`src/rtl/com_port_pkg.sv`:
```
// com_port_pkg
// Shared definitions for the host com-link endpoint (com_port_ctrl):
//   - state_e          : controller states, encoded as the visible `state` port
//   - DATA_W_DEF       : default com word / memory data width
//   - ADDR_W_DEF       : default memory address width
//   - NCORES_ZERO_SUB  : core mask used when the host supplies n_cores == 0
package com_port_pkg;

    localparam int unsigned DATA_W_DEF = 16;
    localparam int unsigned ADDR_W_DEF = 12;

    // With no cores requested, core 0 still runs so the block cannot stall.
    localparam logic [3:0] NCORES_ZERO_SUB = 4'b0001;

    typedef enum logic [1:0] {
        ST_IDLE = 2'd0,
        ST_LOAD = 2'd1,
        ST_RUN  = 2'd2,
        ST_DUMP = 2'd3
    } state_e;

endpackage

```
`src/rtl/com_addr_gen.sv`:
```
// com_addr_gen
// Address counters for com_port_ctrl.
//   Load side : load_clr_i restarts at address 0; load_adv_i steps after each
//               accepted write. At the top address the counter saturates and
//               load_full_o rises, so later words are refused (no wrap).
//   Dump side : dump_clr_i restarts at index 0; dump_adv_i steps one word.
//               dump_addr_o = OUT_BASE + index modulo 2^ADDR_W;
//               dump_last_o marks index OUT_LEN-1.
// Ports: clk, rst_n (synchronous, active-low), load_clr_i, load_adv_i,
//        load_addr_o, load_full_o, dump_clr_i, dump_adv_i, dump_addr_o,
//        dump_last_o.
module com_addr_gen
    import com_port_pkg::*;
#(
    parameter int unsigned ADDR_W   = ADDR_W_DEF,
    parameter int unsigned OUT_BASE = 'h800,
    parameter int unsigned OUT_LEN  = 16
) (
    input  logic              clk,
    input  logic              rst_n,
    input  logic              load_clr_i,
    input  logic              load_adv_i,
    output logic [ADDR_W-1:0] load_addr_o,
    output logic              load_full_o,
    input  logic              dump_clr_i,
    input  logic              dump_adv_i,
    output logic [ADDR_W-1:0] dump_addr_o,
    output logic              dump_last_o
);

    localparam logic [ADDR_W-1:0] BASE     = ADDR_W'(OUT_BASE);
    localparam logic [ADDR_W-1:0] LAST_IDX = ADDR_W'(OUT_LEN - 1);
    localparam logic [ADDR_W-1:0] ADDR_MAX = '1;

    logic [ADDR_W-1:0] load_addr_q, load_addr_d;
    logic              load_full_q, load_full_d;
    logic [ADDR_W-1:0] dump_idx_q,  dump_idx_d;

    // NOTE: every variable gets its hold value first, so no branch can leave
    // it unassigned and infer a latch.
    always_comb begin
        load_addr_d = load_addr_q;
        load_full_d = load_full_q;
        dump_idx_d  = dump_idx_q;

        if (load_clr_i) begin
            load_addr_d = '0;
            load_full_d = 1'b0;
        end else if (load_adv_i && !load_full_q) begin
            // The top address has just been written: flag full, keep address.
            if (load_addr_q == ADDR_MAX) begin
                load_full_d = 1'b1;
            end else begin
                load_addr_d = load_addr_q + 1'b1;
            end
        end

        if (dump_clr_i) begin
            dump_idx_d = '0;
        end else if (dump_adv_i) begin
            dump_idx_d = dump_idx_q + 1'b1;
        end
    end

    // NOTE: reset is synchronous, so it is sampled inside the clocked block
    // and is not in the sensitivity list; state updates are non-blocking.
    always_ff @(posedge clk) begin
        if (!rst_n) begin
            load_addr_q <= '0;
            load_full_q <= 1'b0;
            dump_idx_q  <= '0;
        end else begin
            load_addr_q <= load_addr_d;
            load_full_q <= load_full_d;
            dump_idx_q  <= dump_idx_d;
        end
    end

    assign load_addr_o = load_addr_q;
    assign load_full_o = load_full_q;
    // ADDR_W-bit addition wraps modulo 2^ADDR_W on its own.
    assign dump_addr_o = BASE + dump_idx_q;
    assign dump_last_o = (dump_idx_q == LAST_IDX);

endmodule

```
`src/rtl/com_port_ctrl.sv`:
```
// com_port_ctrl
// Device-side endpoint of the 16-bit host com link. Receives the host load
// stream into shared memory from address 0, pulses cores_go, waits for the
// enabled cores, then streams OUT_LEN words from OUT_BASE back to the host.
// Optional feature macro: COM_PORT_CHECKSUM_EN appends one 16-bit wraparound
// sum word after the result words.
// Ports:
//   clk, rst_n                 clock, synchronous active-low reset
//   com_data_in, data_write_start, data_write_done   host load stream
//   n_cores, core_done, cores_go                     core cluster control
//   mem_we, mem_addr, mem_wdata, mem_rdata           shared memory port
//   state                      0 IDLE, 1 LOAD, 2 RUN, 3 DUMP
//   com_data_out, output_write_start, output_write_done   result stream
//   load_ovf                   sticky: a load word was dropped at capacity
module com_port_ctrl
    import com_port_pkg::*;
#(
    parameter int unsigned DATA_W   = DATA_W_DEF,
    parameter int unsigned ADDR_W   = ADDR_W_DEF,
    parameter int unsigned OUT_BASE = 'h800,
    parameter int unsigned OUT_LEN  = 16
) (
    input  logic              clk,
    input  logic              rst_n,
    input  logic [DATA_W-1:0] com_data_in,
    input  logic              data_write_start,
    input  logic              data_write_done,
    input  logic [3:0]        n_cores,
    input  logic [3:0]        core_done,
    output logic              cores_go,
    output logic              mem_we,
    output logic [ADDR_W-1:0] mem_addr,
    output logic [DATA_W-1:0] mem_wdata,
    input  logic [DATA_W-1:0] mem_rdata,
    output logic [1:0]        state,
    output logic [DATA_W-1:0] com_data_out,
    output logic              output_write_start,
    output logic              output_write_done,
    output logic              load_ovf
);

    state_e            state_q, state_d;
    logic              mem_we_q,    mem_we_d;
    logic [ADDR_W-1:0] wr_addr_q,   wr_addr_d;
    logic [DATA_W-1:0] wr_data_q,   wr_data_d;
    logic [3:0]        mask_q,      mask_d;
    logic              cores_go_q,  cores_go_d;
    logic              load_ovf_q,  load_ovf_d;
    logic              rd_active_q, rd_active_d;  // dump reads still being issued
    logic              valid_q,     valid_d;      // mem_rdata is a result word
    logic              last_q,      last_d;       // ... and it is the last one

    logic              load_word, load_fire, load_drop;
    logic              run_done, enter_run, dump_finish;
    logic [ADDR_W-1:0] load_addr, dump_addr;
    logic              load_full, dump_last;

    // A load word is offered in IDLE only with start; in LOAD either strobe
    // carries a word (done alone is still a word, the final one).
    assign load_word = ((state_q == ST_IDLE) && data_write_start) ||
                       ((state_q == ST_LOAD) && (data_write_start || data_write_done));
    assign load_fire = load_word && !load_full;
    assign load_drop = load_word &&  load_full;

    // Completion is ignored during the cores_go cycle so that core_done
    // levels left over from the previous job cannot end this run early.
    assign run_done = (state_q == ST_RUN) && !cores_go_q &&
                      ((core_done & mask_q) == mask_q);

    com_addr_gen #(
        .ADDR_W  (ADDR_W),
        .OUT_BASE(OUT_BASE),
        .OUT_LEN (OUT_LEN)
    ) u_addr_gen (
        .clk        (clk),
        .rst_n      (rst_n),
        .load_clr_i ((state_q != ST_LOAD) && !load_word),
        .load_adv_i (load_fire),
        .load_addr_o(load_addr),
        .load_full_o(load_full),
        .dump_clr_i (state_q != ST_DUMP),
        .dump_adv_i ((state_q == ST_DUMP) && rd_active_q),
        .dump_addr_o(dump_addr),
        .dump_last_o(dump_last)
    );

`ifdef COM_PORT_CHECKSUM_EN
    logic [DATA_W-1:0] sum_q, sum_d;
    logic              cks_q, cks_d;  // checksum word is on the output

    assign dump_finish = cks_q;

    always_comb begin
        sum_d = '0;
        if (state_q == ST_DUMP) begin
            sum_d = valid_q ? (sum_q + mem_rdata) : sum_q;
        end
        cks_d = last_q;
    end

    always_ff @(posedge clk) begin
        if (!rst_n) begin
            sum_q <= '0;
            cks_q <= 1'b0;
        end else begin
            sum_q <= sum_d;
            cks_q <= cks_d;
        end
    end

    always_comb begin
        com_data_out = '0;
        if (valid_q) begin
            com_data_out = mem_rdata;
        end else if (cks_q) begin
            com_data_out = sum_q;
        end
    end
    assign output_write_start = valid_q | cks_q;
    assign output_write_done  = cks_q;
`else
    assign dump_finish        = last_q;
    assign com_data_out       = valid_q ? mem_rdata : '0;
    assign output_write_start = valid_q;
    assign output_write_done  = last_q;
`endif

    // Next-state logic.
    always_comb begin
        state_d = state_q;
        unique case (state_q)
            ST_IDLE: if (data_write_start) state_d = data_write_done ? ST_RUN : ST_LOAD;
            ST_LOAD: if (data_write_done)  state_d = ST_RUN;
            ST_RUN:  if (run_done)         state_d = ST_DUMP;
            ST_DUMP: if (dump_finish)      state_d = ST_IDLE;
            default:                       state_d = ST_IDLE;
        endcase
    end

    assign enter_run = (state_q != ST_RUN) && (state_d == ST_RUN);

    // Datapath next values.
    always_comb begin
        mem_we_d    = load_fire;
        wr_addr_d   = load_fire ? load_addr   : wr_addr_q;
        wr_data_d   = load_fire ? com_data_in : wr_data_q;
        mask_d      = mask_q;
        cores_go_d  = enter_run;
        load_ovf_d  = load_ovf_q | load_drop;
        rd_active_d = rd_active_q;
        valid_d     = (state_q == ST_DUMP) && rd_active_q;
        last_d      = (state_q == ST_DUMP) && rd_active_q && dump_last;

        if (enter_run) begin
            mask_d = (n_cores == 4'b0000) ? NCORES_ZERO_SUB : n_cores;
        end
        if ((state_q == ST_DUMP) && dump_finish) begin
            load_ovf_d = 1'b0;
        end
        if (run_done) begin
            rd_active_d = 1'b1;
        end else if ((state_q == ST_DUMP) && rd_active_q && dump_last) begin
            rd_active_d = 1'b0;
        end
    end

    always_ff @(posedge clk) begin
        if (!rst_n) begin
            state_q     <= ST_IDLE;
            mem_we_q    <= 1'b0;
            wr_addr_q   <= '0;
            wr_data_q   <= '0;
            mask_q      <= '0;
            cores_go_q  <= 1'b0;
            load_ovf_q  <= 1'b0;
            rd_active_q <= 1'b0;
            valid_q     <= 1'b0;
            last_q      <= 1'b0;
        end else begin
            state_q     <= state_d;
            mem_we_q    <= mem_we_d;
            wr_addr_q   <= wr_addr_d;
            wr_data_q   <= wr_data_d;
            mask_q      <= mask_d;
            cores_go_q  <= cores_go_d;
            load_ovf_q  <= load_ovf_d;
            rd_active_q <= rd_active_d;
            valid_q     <= valid_d;
            last_q      <= last_d;
        end
    end

    // The memory port is shared: DUMP drives read addresses, otherwise the
    // registered write address lines up with the registered write enable.
    assign mem_addr  = (state_q == ST_DUMP) ? dump_addr : wr_addr_q;
    assign mem_we    = mem_we_q;
    assign mem_wdata = wr_data_q;
    assign cores_go  = cores_go_q;
    assign load_ovf  = load_ovf_q;
    assign state     = state_q;

endmodule

```
`config.mk`:
```
export PLATFORM = sky130hd
export DESIGN_NAME = com_port_ctrl
export DESIGN_NICKNAME = d
export VERILOG_FILES = /design/src/rtl/com_port_pkg.sv /design/src/rtl/com_addr_gen.sv /design/src/rtl/com_port_ctrl.sv
export SDC_FILE = /design/constraint.sdc
export NUM_CORES = 1
export LEC_CHECK = 0
export ABC_AREA = 0
export BUFFER_PORTS_ARGS = -buffer_cell sky130_fd_sc_hd__buf_2
export CAP_MARGIN = 20
export CORE_AREA = 2 2 83 85
export DETAILED_ROUTE_END_ITERATION = 16
export DIE_AREA = 0 0 85 87
export PLACE_DENSITY = 0.78
export SYNTH_ARGS = -nofsm -noshare
export SYNTH_HDL_FRONTEND = slang
export SYNTH_SLANG_ARGS = --single-unit
```
`constraint.sdc`:
```
create_clock -name clk -period 1.69 [get_ports clk]
set_input_delay 0.169 -clock clk [delete_from_list [all_inputs] [get_ports clk]]
set_output_delay 0.169 -clock clk [all_outputs]
set_load 0.02 [all_outputs]
```
==> results of run 1 <==
[cells in the final DEF (no fill, tap or decap), drive strengths merged]
cell type  netlist  final
o41ai            1      1
bufinv           0      1
clkinv           0      1
o21bai           1      1
nor3             5      5
inv              9      9
xor2             4      4
or3              3      3
nand3           10     10
ha               2      2
o211ai           1      1
dfxtp           65     65
o21ai           11     11
or2              1      1
and3             4      4
xnor2            4      4
clkbuf          11     14
a21o             1      1
a211oi           5      5
nor2            22     22
nor4b            1      1
a31o             2      2
or3b             1      1
and4             3      3
a31oi            1      1
o31ai            7      7
and2            17     17
a41oi            1      1
nor4             5      5
buf              9    119
mux2i            2      2
nand4            7      7
o2111ai          1      1
or4              7      7
mux2            10     10
nand2b           3      3
nand2           77     77
a21oi           49     49
[worst min path at each step]
stage,slack (ns),depth (start not counted),endpoint,from
global route,0.05,3,mem_wdata[13],com_data_in[13]
detailed placement,0.42,3,mem_wdata[6],com_data_in[6]
floorplan,0.31,2,mem_wdata[10],com_data_in[10]
CTS,0.05,3,mem_wdata[2],com_data_in[2]
finish,0.06,3,mem_wdata[5],com_data_in[5]
global placement,0.41,3,mem_wdata[0],com_data_in[0]
[stage by stage]
stage	cell area (um2)	utilization
5_1_grt	3980	0.606
3_5_place_dp	3590	0.546
3_3_place_gp	3590	0.546
2_1_floorplan	2940	-
6_report	3980	0.606
4_1_cts	3880	0.590
[repair_timing]
action | CTS | global route
setup buffers | 1 | 3
gates resized for setup | 22 | 20
setup endpoints to repair | 11 | 18
cloned | 1 | 0
pin swaps | 1 | 1
[cell type report]
| cell class | instances | area [um2] |
|---|---|---|
| fill | 568 | 2590 |
| tap | 80 | 100 |
| timing repair buffer | 119 | 756 |
| clock buffer | 14 | 173 |
| sequential | 65 | 1300 |
| multi-input combinational | 269 | 1580 |
| clock inverter | 2 | 35.0 |
| inverter | 9 | 33.8 |
[synthesized netlist by cell type, drive strengths merged (2+ instances only)]
| cell | n | area, um2 |
|---|---|---|
| nor2 | 22 | 82.6 |
| and2 | 17 | 106 |
| nand3 | 10 | 60.1 |
| o31ai | 7 | 52.6 |
| xnor2 | 4 | 35.0 |
| ha | 2 | 25.0 |
| a211oi | 5 | 37.5 |
| mux2i | 2 | 20.0 |
| nor3 | 5 | 25.0 |
| a21oi | 49 | 245 |
| o21ai | 11 | 55.1 |
| nand4 | 7 | 43.8 |
| and4 | 3 | 28.8 |
| buf | 9 | 50.0 |
| clkbuf | 11 | 41.3 |
| a31o | 2 | 17.5 |
| xor2 | 4 | 35.0 |
| nand2b | 3 | 18.8 |
| nand2 | 77 | 289 |
| dfxtp | 65 | 1300 |
| mux2 | 10 | 113 |
| nor4 | 5 | 46.3 |
| or3 | 3 | 18.8 |
| or4 | 7 | 57.6 |
| inv | 9 | 33.8 |
| and3 | 4 | 25.0 |
[layer usage]
metal	track usage	wire length, um
met1	0.268	3290
met2	0.332	3730
met3	0.0673	517
met4	0.0678	83
met5	0	0
[registers in the layout (all words and copies together), names as in the netlist]
signal,cells
mem_wdata,16
u_addr_gen.dump_idx_q,12
u_addr_gen.load_addr_o,12
wr_addr_q,12
mask_q,4
state,2
cores_go,1
load_ovf,1
mem_we,1
output_write_done,1
output_write_start,1
rd_active_q,1
u_addr_gen.load_full_o,1
[where the power goes]
group	switching (mW)	internal (mW)
logic	0.259	0.180
registers	0.0240	1.58
clock network	0.554	0.801
total	0.837	2.56
[kinds of logic after synthesis]
family          after synthesis
flops                        65
simple gates                166
mux                          12
fa+ha+maj                     2
xor+xnor                      8
buf+inv                      29
compound gates               81
[worst reg2reg max path: stages, from the launching register on]
cell and delay (ns):
sky130_fd_sc_hd__dfxtp_1 0.34, sky130_fd_sc_hd__ha_1 0.17, sky130_fd_sc_hd__buf_4 0.15, sky130_fd_sc_hd__inv_1 0.08, sky130_fd_sc_hd__or4_2 0.67, sky130_fd_sc_hd__a21oi_2 0.14
==> run_results.csv, run 1 <==
group,metric,value,unit
timing,fin_worst_hold_slack,0.0591,ns
route,per_cell_routed_wire_length,13.6,um
synth,post_synth_xor_area_fraction,0.0238,
route,avgViaCountPerCell,5.33,
setup_path,critPathTopFamily,"buffers and inverters",
setup_path,timing.critical_path.fanout_max,7,
setup_path,timing.setup.critical_path_class,"flip-flop to output port",
synth,largest_family_of_logic_cells_by_synthesized_area,"simple AND/OR/NAND/NOR gates",
run_status,outcome,"completed",
placed_design,hpwlAfterDp,5.34,mm
clock_tree,cts-root-buf,"sky130_fd_sc_hd__clkbuf_8",
setup_path,timing.critical_path.required,1.52,ns
setup_path,worst-path-buf-inv,3,
setup_path,critical_path_cell_sequence,"buf_8 -> nand2_8 -> buf_8 -> mux2_2 -> buf_6",
die,die_width,85,um
route,detailedRoute.firstPassIterationCount,4,
power,leakagePower,1.69,nW
setup_path,r2r_start,"u_addr_gen.load_addr_o[0]",
timing,tightest_slew,0.514,ns
clock_tree,clk_pin_slew,0.07,ns
setup_path,r2r-end,"u_addr_gen.load_addr_o[2]",
clock_tree,cts.sink_count,65,
clock_tree,cts.htree.levels,3,
layout,antenna-diode-count,0,
layout,flow.area_growth_from_synthesis,35.2,%
synth,synth_compound_area_frac,0.157,
route,number_of_nets_still_failing_antenna_checks_after_routing,0,
synth,synth_enable_flop_cells,0,
global_route,grt_pass1_vias,2667,
route,drc,0,
setup_path,timing.critical_path.from,"state[0]",
power,finalPower,3.40,mW
hold_path,worstHoldPathType,"input pin to flip-flop",
synth,yosys.area_share.simple,0.281,
die,floorplan.initialDensity,0.448,
timing,timing.clock.skew,0.00730,ns
run,maxCapViolations,0,
layout,drive_above_1_share,0.335,
synth,mappedNetlistArea,0.00294,mm2
timing,drv_slew,0,
power,powerDensity,854,mW/mm2
timing,finalSetupViolCount,0,
die,design.portCount,95,
timing,hold_violations,0,
timing,fin_tns_setup,0,ns
setup_path,rr_worst_depth,5,
timing,slew_headroom,0.657,
setup_path,timing.critical_path.from_type,"flip-flop",
power,ir_drop,0.747,mV
timing,clock.fmax,599,MHz
synth,seq_total_area_yosys,0.442,
placed_design,preCtsSetupSlack,0.0816,ns
synth,ys_types,42,
die,die-area,0.00740,mm2
placed_design,gp_congestion,0.891,
clock_tree,cts-hold-fix-buffers,0,
synth,synth-async-reset-ratio,0,
setup_path,crit_path_end,"mem_addr[7]",
synth,yosys_register_bits,65,
setup_path,crit_slowest_cell,"sky130_fd_sc_hd__mux2_2",
synth,synth-adder-area-share,0.00850,
layout,fin_cells,558,
placed_design,place.port_buffers,94,
timing,final.min_clock_period,1.67,ns
route,route.vias.total,2975,
timing,period_share,0.988,
setup_path,worstSetupEndpointType,"output port",
synth,post_synth_inst_count,363,
global_route,grt_start_max_net_pins,23,
timing,rsz0062_at_grt,"yes",
placed_design,dp.cells,537,
die,core_area,0.00657,mm2
global_route,grt_pass1_wl,12.3,mm
die,fp.dieH,87,um
route,drtIter0Drc,293,
clock_tree,numCtsBuffers,9,
setup_path,worstSetupPathDepth,5,
global_route,grt_antenna_before_repair,0,
synth,synth_ff_type,"sky130_fd_sc_hd__dfxtp_1",
synth,post_synth.cell_area_avg,8.11,um2
setup_path,worst-endpoint-arrival,1.50,ns
setup_path,critical-path-max-stage-delay,0.35,ns
clock_tree,worst_skew_pair.late_latency,0.34,ns
timing,postLayoutSetupSlackWorst,0.0207,ns
global_route,gr-usage-all-layers,0.208,
setup_path,worst_path_most_repeated_cell,"sky130_fd_sc_hd__buf_8",
layout,final_nets,519,
route,postRouteWirelength,7.62,mm
synth,synth.mux.area_fraction,0.0451,
synth,postSynthNetCount,409,
synth,synth.yosys.warnings,0,
clock_tree,clk_path_buf_depth,2,
global_route,grt-ovfl-total,0,
die,site_row_count,30,
setup_path,r2r_setup_slack,0.10,ns
clock_tree,clock_tree_from_tritoncts,"done",
Note: power is estimated with default switching activity, not from simulation.
==> inputs of run 2 (changes only) <==
CORE_AREA = 2 2 117 62   (was 2 2 83 85)
DIE_AREA = 0 0 119 64   (was 0 0 85 87)
==> run_results.csv, run 2 (synthesis results as in run 1) <==
group,metric,value,unit
run_status,outcome,"completed",
power,ir_drop,0.685,mV
setup_path,r2r_setup_slack,0.11,ns
timing,slew_headroom,0.641,
global_route,grt_pass1_vias,2688,
route,drc,0,
clock_tree,worst_skew_pair.late_latency,0.32,ns
route,per_cell_routed_wire_length,13.3,um
placed_design,hpwlAfterDp,5.27,mm
setup_path,timing.critical_path.from_type,"flip-flop",
die,floorplan.initialDensity,0.450,
die,core_area,0.00654,mm2
route,postRouteWirelength,7.54,mm
global_route,gr-usage-all-layers,0.200,
clock_tree,clk_pin_slew,0.05,ns
clock_tree,cts.sink_count,65,
timing,rsz0062_at_grt,"yes",
layout,flow.area_growth_from_synthesis,36.7,%
clock_tree,clock_tree_from_tritoncts,"done",
route,detailedRoute.firstPassIterationCount,4,
power,powerDensity,983,mW/mm2
clock_tree,cts.htree.levels,3,
global_route,grt.busiest_layer,"met2",
global_route,use_met3,0.0616,
setup_path,worst-endpoint-arrival,1.50,ns
layout,drive_above_1_share,0.327,
route,number_of_nets_still_failing_antenna_checks_after_routing,0,
timing,timing.clock.skew,0.00457,ns
global_route,grt_pass1_wl,12.1,mm
layout,antenna-diode-count,0,
hold_path,worstHoldPathType,"input pin to flip-flop",
die,die_width,119,um
placed_design,place.port_buffers,94,
die,site_row_count,21,
die,die-area,0.00762,mm2
layout,final_nets,518,
route,avgViaCountPerCell,5.18,
timing,period_share,0.986,
timing,hold_violations,0,
layout,largest_reg_flops,16,
global_route,grt.met2_usage,0.335,
die,fp.dieH,64,um
global_route,grt-ovfl-total,0,
layout,finish.utilization,0.615,
timing,clock.fmax,600,MHz
global_route,grt_start_max_net_pins,32,
layout,multi_input_area,0.00155,mm2
layout,final.fill_count,580,
timing,tightest_slew,0.536,ns
run,maxCapViolations,0,
layout,ff_latch_area,0.00130,mm2
global_route,global_routing_met1_resource_utilization,0.244,
die,design.portCount,95,
setup_path,timing.setup.critical_path_class,"flip-flop to output port",
setup_path,worstSetupEndpointType,"output port",
layout,final_common_cell,"sky130_fd_sc_hd__buf_2",
setup_path,timing.critical_path.fanout_max,7,
timing,drv_slew,0,
clock_tree,numCtsBuffers,9,
power,leakagePower,1.74,nW
global_route,grt_antenna_before_repair,0,
placed_design,gp_congestion,0.871,
route,drtIter0Drc,101,
layout,layout_common_cells,"87 x sky130_fd_sc_hd__buf_2, 76 x sky130_fd_sc_hd__nand2_1, 63 x sky130_fd_sc_hd__dfxtp_1, 49 x sky130_fd_sc_hd__a21oi_1, 23 x sky130_fd_sc_hd__buf_4",
timing,finalSetupViolCount,0,
clock_tree,cts-root-buf,"sky130_fd_sc_hd__clkbuf_16",
clock_tree,cts-hold-fix-buffers,0,
setup_path,timing.critical_path.required,1.52,ns
route,route.vias.total,2945,
timing,fin_worst_hold_slack,0.0791,ns
clock_tree,clk_path_buf_depth,2,
timing,final.min_clock_period,1.67,ns
-- run 2: worst max-delay path, cell delays in order (launching register included) --
cell and delay (ns):
sky130_fd_sc_hd__dfxtp_2 0.34, sky130_fd_sc_hd__buf_6 0.13, sky130_fd_sc_hd__nand2_4 0.08, sky130_fd_sc_hd__buf_8 0.14, sky130_fd_sc_hd__mux2_2 0.35, sky130_fd_sc_hd__buf_6 0.13
-- run 2: cell type report --
cell class                      instances  area share
Clock buffer                           10      0.0569
Clock inverter                          6      0.0205
Inverter                                9     0.00840
Multi-Input combinational cell        269       0.385
Sequential cell                        65       0.324
Tap cell                               92      0.0286
Timing Repair Buffer                  118       0.177
-- run 2: stage by stage --
step	cells	setup WS, ns	instance area (um2)	power [mW]	TNS (ns)
after floorplan	363	0.0154	2940	1.87	0
after global placement	551	0.151	3620	2.04	0
after detailed placement	551	0.120	3620	2.04	0
after CTS	569	-0.00832	3970	3.97	-0.0270
after global routing	569	-0.00449	4020	4.10	-0.00815
final	569	0.0231	4020	3.96	0
-- run 2: power by group --
group	switching, mW	total (mW)	internal, mW	leakage (nW)
logic	0.256	0.423	0.167	1.06
clock network	0.643	1.92	1.28	0.152
registers	0.0257	1.61	1.58	0.528
total	0.924	3.96	3.03	1.74
-- run 2: what timing repair did --
action | in CTS | in global routing
hold endpoints to repair | 0 | 0
gates resized for setup | 10 | 15
cloned | 1 | 0
setup endpoints to repair | 10 | 11
buffers inserted | 1 | 0
pin swaps | 0 | 1
-- run 2: final timing paths --
| path | end | startpoint | cells after the start |
|---|---|---|---|
| worst max register to register | u_addr_gen.load_addr_o[5] | u_addr_gen.load_addr_o[0] | 6 |
| worst min register to register | mem_wdata[15] | mem_wdata[15] | 2 |
| worst min-delay path | mem_wdata[12] | com_data_in[12] | 3 |
| worst max-delay path | mem_addr[0] | state[1] | 5 |
-- run 2: layer usage --
| metal | vias to the layer above | share of wire |
|---|---|---|
| met5 | - | 0 |
| met1 | 1359 | 0.46 |
| met4 | 0 | 0.021 |
| li1 | 1487 | - |
| met2 | 85 | 0.47 |
| met3 | 14 | 0.053 |
==> inputs of run 3 (changes only) <==
BUFFER_PORTS_ARGS = not set   (was -buffer_cell sky130_fd_sc_hd__buf_2)
CORE_AREA = 2 2 107 57   (was 2 2 117 62)
DIE_AREA = 0 0 109 59   (was 0 0 119 64)
DONT_BUFFER_PORTS = 1   (was not set)
PLACE_DENSITY = 0.75   (was 0.78)
==> run_results.csv, run 3 (synthesis results as in run 1) <==
group,metric,value,unit
power,register_share_of_total_power,0.534,
setup_path,timing.setup.critical_path_class,"flip-flop to output port",
route,drtIter0Drc,171,
global_route,grt_antenna_before_repair,0,
power,leakagePower,1.27,nW
setup_path,worst-endpoint-arrival,1.51,ns
global_route,global_routing_met1_resource_utilization,0.290,
hold_path,worst_hold_startpoint,"n_cores[0]",
route,per_cell_routed_wire_length,15.7,um
timing,timing.clock.skew,0.00670,ns
global_route,grt.met2_usage,0.410,
setup_path,worstSetupEndpointType,"output port",
global_route,grt.busiest_layer,"met2",
die,fp.dieH,59,um
route,avgViaCountPerCell,5.84,
route,detailedRoute.firstPassIterationCount,5,
timing,fin_worst_hold_slack,0.0606,ns
global_route,use_met3,0.0978,
route,route.vias.total,2739,
global_route,grt_pass1_vias,2564,
layout,final_common_cell,"sky130_fd_sc_hd__nand2_1",
global_route,gr-usage-all-layers,0.245,
power,net_sw_power,0.808,mW
global_route,grt-ovfl-total,0,
clock_tree,post-cts-setup-buffers,0,
clock_tree,cts.sink_count,65,
route,postRouteWirelength,7.35,mm
setup_path,timing.critical_path.required,1.52,ns
layout,final_nets,438,
timing,final.min_clock_period,1.68,ns
clock_tree,cts.htree.levels,3,
timing,period_share,0.993,
clock_tree,cts-root-buf,"sky130_fd_sc_hd__clkbuf_8",
setup_path,timing.critical_path.from_type,"flip-flop",
die,site_row_count,19,
route,drc,0,
timing,rsz0062_at_grt,"yes",
hold_path,worstHoldPathType,"input pin to flip-flop",
die,die-area,0.00643,mm2
die,core_area,0.00540,mm2
power,ir_drop,0.672,mV
timing,slew_headroom,0.645,
placed_design,place.port_buffers,0,
clock_tree,clock_tree_from_tritoncts,"done",
clock_tree,clk_pin_slew,0.07,ns
global_route,grt_start_max_net_pins,38,
power,powerDensity,874,mW/mm2
power,finalPower,3.09,mW
timing,tightest_slew,0.532,ns
die,die_width,109,um
power,power.switching_fraction,0.262,
clock_tree,clk_path_buf_depth,2,
die,design.portCount,95,
setup_path,timing.critical_path.fanout_max,14,
timing,clock.fmax,596,MHz
placed_design,hpwlAfterDp,5.06,mm
timing,drv_slew,0,
layout,layout_common_cells,"76 x sky130_fd_sc_hd__nand2_1, 62 x sky130_fd_sc_hd__dfxtp_1, 49 x sky130_fd_sc_hd__a21oi_1, 22 x sky130_fd_sc_hd__nor2_1, 22 x sky130_fd_sc_hd__dlygate4sd3_1",
layout,finish.utilization,0.655,
power,p_int,2.28,mW
timing,finalSetupViolCount,0,
timing,hold_violations,0,
layout,antenna-diode-count,0,
layout,drive_above_1_share,0.141,
run,maxCapViolations,0,
layout,largest_reg_flops,16,
setup_path,timing.critical_path.from,"state[0]",
clock_tree,numCtsBuffers,9,
global_route,grt_pass1_wl,11.9,mm
power,share_clk_of_total_power,0.359,
clock_tree,worst_skew_pair.late_latency,0.34,ns
route,number_of_nets_still_failing_antenna_checks_after_routing,0,
placed_design,gp_congestion,0.832,
setup_path,r2r_start,"u_addr_gen.load_addr_o[0]",
layout,flow.area_growth_from_synthesis,20.0,%
run_status,outcome,"completed",
die,floorplan.initialDensity,0.545,
power,combPwrFrac,0.106,
run 3: changes by cell type in the layout (fill, tap and decap cells not counted), moves of 2 or more:
cell / delta
sky130_fd_sc_hd__buf_2: -87
sky130_fd_sc_hd__dlygate4sd3_1: +22
sky130_fd_sc_hd__buf_4: -11
sky130_fd_sc_hd__clkbuf_8: +10
sky130_fd_sc_hd__clkbuf_16: -9
sky130_fd_sc_hd__buf_6: -5
sky130_fd_sc_hd__bufinv_16: -2
sky130_fd_sc_hd__mux2_2: -2
sky130_fd_sc_hd__mux2_4: +2
run 3: power groups by stage:
stage          combinational [mW]  clock (mW)  sequential [mW]
2_1_floorplan               0.185           0             1.68
3_3_place_gp                0.265           0             1.68
4_1_cts                     0.317        1.14             1.65
3_5_place_dp                0.275           0             1.68
5_1_grt                     0.366        1.21             1.66
6_report                    0.329        1.11             1.65
run 3: cell type report:
| class | count | area (um2) |
|---|---|---|
| flip-flops and latches | 65 | 1310 |
| repair buffers | 38 | 377 |
| clock inverters | 3 | 17.5 |
| fillers | 425 | 1860 |
| inverters | 9 | 33.8 |
| well taps | 73 | 91.3 |
| clock buffers | 12 | 145 |
| multi-input cells | 269 | 1560 |
run 3: worst max-delay path: stages (launching register included):
cell	delay, ns
sky130_fd_sc_hd__dfxtp_2	0.33
sky130_fd_sc_hd__buf_12	0.15
sky130_fd_sc_hd__nand2_1	0.10
sky130_fd_sc_hd__buf_8	0.17
sky130_fd_sc_hd__mux2_2	0.41
run 3: what timing repair did:
| action | CTS | global route |
|---|---|---|
| endpoints found under the setup margin | 11 | 17 |
| hold buffers | 22 | 0 |
| gates resized for setup | 1 | 17 |
| hold endpoints to repair | 21 | 0 |
run 3: metal layers:
layer	part of all wire	wire (um)
met5	0	0
met4	0.014	100
met3	0.10	748
met2	0.48	3540
met1	0.40	2960
run 3: stage by stage:
step | std cells | TNS, ns | instance area (um2) | setup WS, ns
floorplan | 363 | 0 | 2940 | 0.0154
global placement | 432 | 0 | 3090 | 0.131
detailed placement | 432 | 0 | 3090 | 0.0877
CTS | 469 | -0.0133 | 3480 | -0.00676
global route | 469 | -0.156 | 3530 | -0.0454
finish | 469 | 0 | 3530 | 0.0112
run 3: worst paths after layout:
path                                     to  slack (ns)  cells after the start
setup / recovery                mem_addr[3]        0.01                      4
hold / removal                    mask_q[0]        0.06                      2
setup reg to reg  u_addr_gen.load_addr_o[2]        0.03                      5
hold reg to reg                wr_addr_q[3]        0.45                      2
